File: src/rtl/write_controller.sv
// Receive-side loader for the image BRAM: streams DEPTH bytes from the UART
// receiver into port A, then pulses write_done (or write_error on a stall).
module write_controller #(
  parameter int M_STATE = 0,
  parameter int DEPTH   = 1024,
  parameter int ADDR_W  = 10,
  parameter int TIMEOUT = 100_000_000
) (
  input  logic              clk,
  input  logic              rst,
  input  logic [1:0]        master_state,
  input  logic [7:0]        rx_data,
  input  logic              rx_ready,
  output logic              ena,
  output logic              wea,
  output logic [ADDR_W-1:0] addra,
  output logic [7:0]        dina,
  output logic [ADDR_W:0]   bytes_written,
  output logic              write_done,
  output logic              write_error,
  output logic [2:0]        status
);

  localparam int TIMER_W = $clog2(TIMEOUT + 1);
  localparam logic [1:0]         ARM_STATE  = 2'(M_STATE);
  localparam logic [ADDR_W-1:0]  LAST_ADDR  = ADDR_W'(DEPTH - 1);
  localparam logic [TIMER_W-1:0] TIMER_LAST = TIMER_W'(TIMEOUT - 1);

  typedef enum logic [2:0] {
    IDLE      = 3'd0,
    WAIT_BYTE = 3'd1,
    WRITE     = 3'd2,
    DONE      = 3'd3,
    ERROR     = 3'd4,
    HOLD      = 3'd5
  } state_t;

  state_t state;
  state_t next_state;

  logic [1:0]         master_state_r;
  logic               rx_ready_r;
  logic [7:0]         rx_data_r;
  logic               pending;
  logic [7:0]         hold_data;
  logic [TIMER_W-1:0] timer;

  logic armed;
  logic byte_avail;
  logic timer_expired;

  assign armed         = (master_state_r == ARM_STATE);
  assign byte_avail    = rx_ready_r | pending;
  assign timer_expired = (bytes_written != '0) && (timer == TIMER_LAST);

  // Input stage is a plain sampler so it already tracks the live inputs when reset releases.
  always_ff @(posedge clk) begin
    master_state_r <= master_state;
    rx_ready_r     <= rx_ready;
    rx_data_r      <= rx_data;
  end

  always_ff @(posedge clk) begin
    if (!rst) begin
      state <= IDLE;
    end else begin
      state <= next_state;
    end
  end

  always_comb begin
    next_state = state;
    case (state)
      IDLE: begin
        if (armed) begin
          next_state = WAIT_BYTE;
        end
      end
      WAIT_BYTE: begin
        if (byte_avail) begin
          next_state = WRITE;
        end else if (timer_expired) begin
          next_state = ERROR;
        end
      end
      WRITE: begin
        next_state = (addra == LAST_ADDR) ? DONE : WAIT_BYTE;
      end
      DONE:    next_state = HOLD;
      ERROR:   next_state = HOLD;
      HOLD: begin
        if (!armed) begin
          next_state = IDLE;
        end
      end
      default: next_state = IDLE;
    endcase
  end

  always_comb begin
    ena         = (state == WRITE);
    wea         = (state == WRITE);
    write_done  = (state == DONE);
    write_error = (state == ERROR);
    status      = state;
  end

  // A pending byte is older than one arriving the same cycle, so it is written first
  // and the newcomer takes its place in the holding register.
  always_ff @(posedge clk) begin
    if (!rst) begin
      addra         <= '0;
      dina          <= '0;
      bytes_written <= '0;
      pending       <= 1'b0;
      hold_data     <= '0;
      timer         <= '0;
    end else begin
      case (state)
        IDLE: begin
          addra         <= '0;
          bytes_written <= '0;
          timer         <= '0;
          pending       <= 1'b0;
        end
        WAIT_BYTE: begin
          if (pending) begin
            dina  <= hold_data;
            timer <= '0;
            if (rx_ready_r) begin
              hold_data <= rx_data_r;
            end else begin
              pending <= 1'b0;
            end
          end else if (rx_ready_r) begin
            dina  <= rx_data_r;
            timer <= '0;
          end else if (bytes_written != '0) begin
            timer <= timer + TIMER_W'(1);
          end
        end
        WRITE: begin
          bytes_written <= bytes_written + (ADDR_W + 1)'(1);
          if (addra != LAST_ADDR) begin
            addra <= addra + ADDR_W'(1);
          end
          if (rx_ready_r) begin
            pending   <= 1'b1;
            hold_data <= rx_data_r;
          end
        end
        DONE, ERROR, HOLD: begin
          pending <= 1'b0;
          timer   <= '0;
        end
        default: begin
          pending <= 1'b0;
        end
      endcase
    end
  end

endmodule

File: config.mk
export PLATFORM = sky130hd
export DESIGN_NAME = write_controller
export DESIGN_NICKNAME = d
export VERILOG_FILES = /design/src/rtl/write_controller.sv
export SDC_FILE = /design/constraint.sdc
export NUM_CORES = 1
export LEC_CHECK = 0
export CAP_MARGIN = 20
export CORE_UTILIZATION = 55
export DETAILED_ROUTE_END_ITERATION = 12
export GPL_TIMING_DRIVEN = 0
export PLACE_DENSITY = 0.9
export SYNTH_ARGS = -nofsm -noshare
export SYNTH_HDL_FRONTEND = slang
export SYNTH_SLANG_ARGS = --single-unit
export TNS_END_PERCENT = 1
File: constraint.sdc
create_clock -name clk -period 2.9 [get_ports clk]
set_clock_uncertainty 0.05 [all_clocks]
set_input_delay 0.435 -clock clk [delete_from_list [all_inputs] [get_ports clk]]
set_output_delay 0.435 -clock clk [all_outputs]
set_load 0.02 [all_outputs]
==> impl_metrics.env <==
export IMPL_status="completed"
export IMPL_io_pins=49
export IMPL_clock_sinks=79
export IMPL_worst_setup_path_end_kind="output pin"
export IMPL_synth_most_common_cell="dfxtp_1"
export IMPL_p_leak_nw=1.61
export IMPL_vdd_drop_max_mv=0.374
export IMPL_cp_max_fo=10
export IMPL_dr_pass1_iters=4
export IMPL_syn2layout_area_growth_pct=19.8
export IMPL_p_int_mw=1.53
export IMPL_drt_iter0_drc=148
export IMPL_syn_instance_count=415
export IMPL_ant_nets=0
export IMPL_use_met1=0.273
export IMPL_maxSlewHeadroom=0.390
export IMPL_clock_power_share=0.343
export IMPL_worstSkewPairLatency_ns=0.35
export IMPL_synth_top_area_frac=0.423
export IMPL_path_class="register to output pin"
export IMPL_ys_ff_latch=79
export IMPL_die_y_um=84.4
export IMPL_fin_util=0.693
export IMPL_total_power_mw=2.06
export IMPL_wl_per_cell_um=15.4
export IMPL_root_buffer="clkbuf_8"
export IMPL_clk_path_buf_depth=2
export IMPL_tns_ns=0
export IMPL_slowest_stage="clkdlybuf4s50_1"
export IMPL_cts_tree="done"
export IMPL_slew_violations=0
export IMPL_syn_avg_cell_area_sq_um=9.01
export IMPL_gr_total_overflow=0
export IMPL_cts_setup_buffers=0
export IMPL_critPathRequiredTime_ns=2.41
export IMPL_power_density_nw_per_um2=460
export IMPL_period_needed_ns=2.78
export IMPL_dieArea_sq_um=7130
export IMPL_gp_congestion=0.877
export IMPL_stdcell_count=554
export IMPL_finalSetupViolations=0
export IMPL_viasPerCell=5.99
export IMPL_tightest_slew_ns=0.909
export IMPL_grt_use_met3=0.0688
export IMPL_grt_setup_unrepaired="no"
export IMPL_initial_core_util=0.579
export IMPL_row_count=29
export IMPL_hp_class="register to register"
export IMPL_hold_ws_ns=0.441
export IMPL_synth_top_cells_by_count="dfxtp_1, nand2_1, nor2_1, a21oi_1, nand3_1"
export IMPL_critical_path_buf_inv_count=3
export IMPL_ys_warn_count=0
export IMPL_critPathTopFamily="buffers and inverters"
export IMPL_synth_main_ff_cell="dfxtp_1"
export IMPL_vias=3321
export IMPL_yosysSeqAreaShare=0.423
export IMPL_ys_types=61
export IMPL_synthTopCellsByArea="dfxtp_1, mux2i_1, nand2_1, nor2_1, o211a_1"
export IMPL_dp_cells=539
export IMPL_power_share_switching=0.258
export IMPL_startpoint_type="register"
export IMPL_drive_gt1_frac=0.0629
export IMPL_combPwrFrac=0.110
export IMPL_grt_pass1_vias=3222
export IMPL_numCtsBuffers=9
export IMPL_clk_pin_slew_ns=0.08
export IMPL_finalCritPeriodShare=0.958
export IMPL_synth_fp_nets=432
export IMPL_max_freq_mhz=360
export IMPL_portBuffers=47
export IMPL_grt_pass1_wl_um=14500
export IMPL_fin_nets=490
export IMPL_yosys_area_top_type="dfxtp_1"
export IMPL_synth_edf_count=0
export IMPL_drcViolationCount=0
export IMPL_cap_viol_max_count=0
export IMPL_crit_chain="clkbuf_1 -> nor2_4 -> and2_1 -> buf_4 -> clkdlybuf4s50_1"
export IMPL_die_x_um=84.4
export IMPL_grt_max_degree=13
export IMPL_dp_hpwl_um=6200
export IMPL_grt_usage=0.256
export IMPL_cts_max_level=3
export IMPL_antenna_found_initial=0
export IMPL_wirelength_um=8550
export IMPL_grt_busiest_layer="met2"
export IMPL_max_stage_delay_ns=0.60
export IMPL_grtUsageMet2=0.469
export IMPL_syn_area_sq_um=3740
export IMPL_power_switching_mw=0.531
export IMPL_cp_arrival_ns=2.29
export IMPL_diodes=0
export IMPL_core_area_sq_um=6460
export IMPL_pwr_share_seq=0.547
export IMPL_synthArstFlopShare=0
export IMPL_finalHoldViolCount=0
metal layers:
layer  vias up  share of wire  wire length (um)
met5         -              0                 0
met4         0          0.021               182
met3        20          0.054               461
met2        76           0.52              4480
met1      1587           0.40              3420
li1       1638              -                 -
worst paths after layout:
| check | end | cells after the start | start | slack [ns] |
|---|---|---|---|---|
| setup / recovery | wea | 5 | status[2] | 0.12 |
| hold / removal | timer[6] | 2 | timer[6] | 0.44 |
| setup reg to reg | timer[15] | 7 | status[0] | 0.38 |
| hold reg to reg | timer[6] | 2 | timer[6] | 0.44 |
per-stage QoR:
step,area [sq um],setup slack [ns]
6_report,4480,0.122
5_1_grt,4480,0.0437
4_1_cts,4470,0.0349
3_5_place_dp,4300,0.326
3_3_place_gp,4300,0.367
2_1_floorplan,3740,0.710
state kept, by name, indices dropped and copies added, names as in the netlist:
name            count
addra              10
bytes_written      11
dina                8
hold_data           8
master_state_r      2
pending             1
rx_data_r           8
rx_ready_r          1
status              3
timer              27
layout by cell type (no fill, tap or decap), drive strengths merged, types with 2 or more instances in the layout:
master / n
mux2i: 19
a21bo: 2
or3: 9
a31oi: 4
clkinv: 3
nor2: 32
a21oi: 21
xor2: 10
o211ai: 8
nor3: 5
nand2: 34
a311oi: 2
nor3b: 4
xnor2: 6
nor2b: 13
nand4: 5
nor4: 6
and2: 6
or4: 10
buf: 8
clkbuf: 27
o21ai: 15
nand3: 20
o211a: 11
a21boi: 9
dfxtp: 79
clkdlybuf4s50: 47
o31ai: 5
inv: 9
and4: 6
ha: 4
nand2b: 3
o311ai: 3
o21a: 2
and3: 9
nand4bb: 2
a22oi: 2
area by class of cell:
type / count / area (sq um)
Clock inverter: 4 / 22.5
Buffer: 24 / 116
Timing Repair Buffer: 47 / 470
Multi-Input combinational cell: 303 / 2010
Tap cell: 77 / 96.3
Clock buffer: 11 / 141
Fill cell: 500 / 1980
Sequential cell: 79 / 1580
Inverter: 9 / 33.8
worst reg2reg max path: cells and delay by family (launching register included):
family / cells / cell delay (ns)
AOI/OAI and AO/OA: 2 / 0.96
buffers and inverters: 2 / 0.50
and+or+nand+nor: 3 / 0.58
DFF: 1 / 0.36
logic make-up (layout without fill, tap and decap cells):
logic type	Yosys count	after routing	synth area share
and+or+nand+nor	171	171	0.251
AOI/OAI and AO/OA	92	92	0.181
DFF	79	79	0.423
buffers and inverters	33	95	0.0402
muxes	20	20	0.0539
xor gates and xnor gates	16	16	0.0375
adders and majority gates	4	4	0.0134
power by group through the flow:
stage	registers [mW]	clock network [mW]	logic (mW)
after CTS	1.12	0.719	0.224
after global placement	1.15	0	0.216
final	1.12	0.707	0.227
after floorplan	1.16	0	0.121
after detailed placement	1.15	0	0.221
after global routing	1.13	0.758	0.246
what timing repair did:
| item | CTS | global route |
|---|---|---|
| gates resized for setup | 1 | 1 |
| gates cloned | 0 | 0 |
| endpoints found under the setup margin | 2 | 1 |
| hold buffers | 0 | 0 |
No activity file was read; power rests on OpenSTA's default activity.
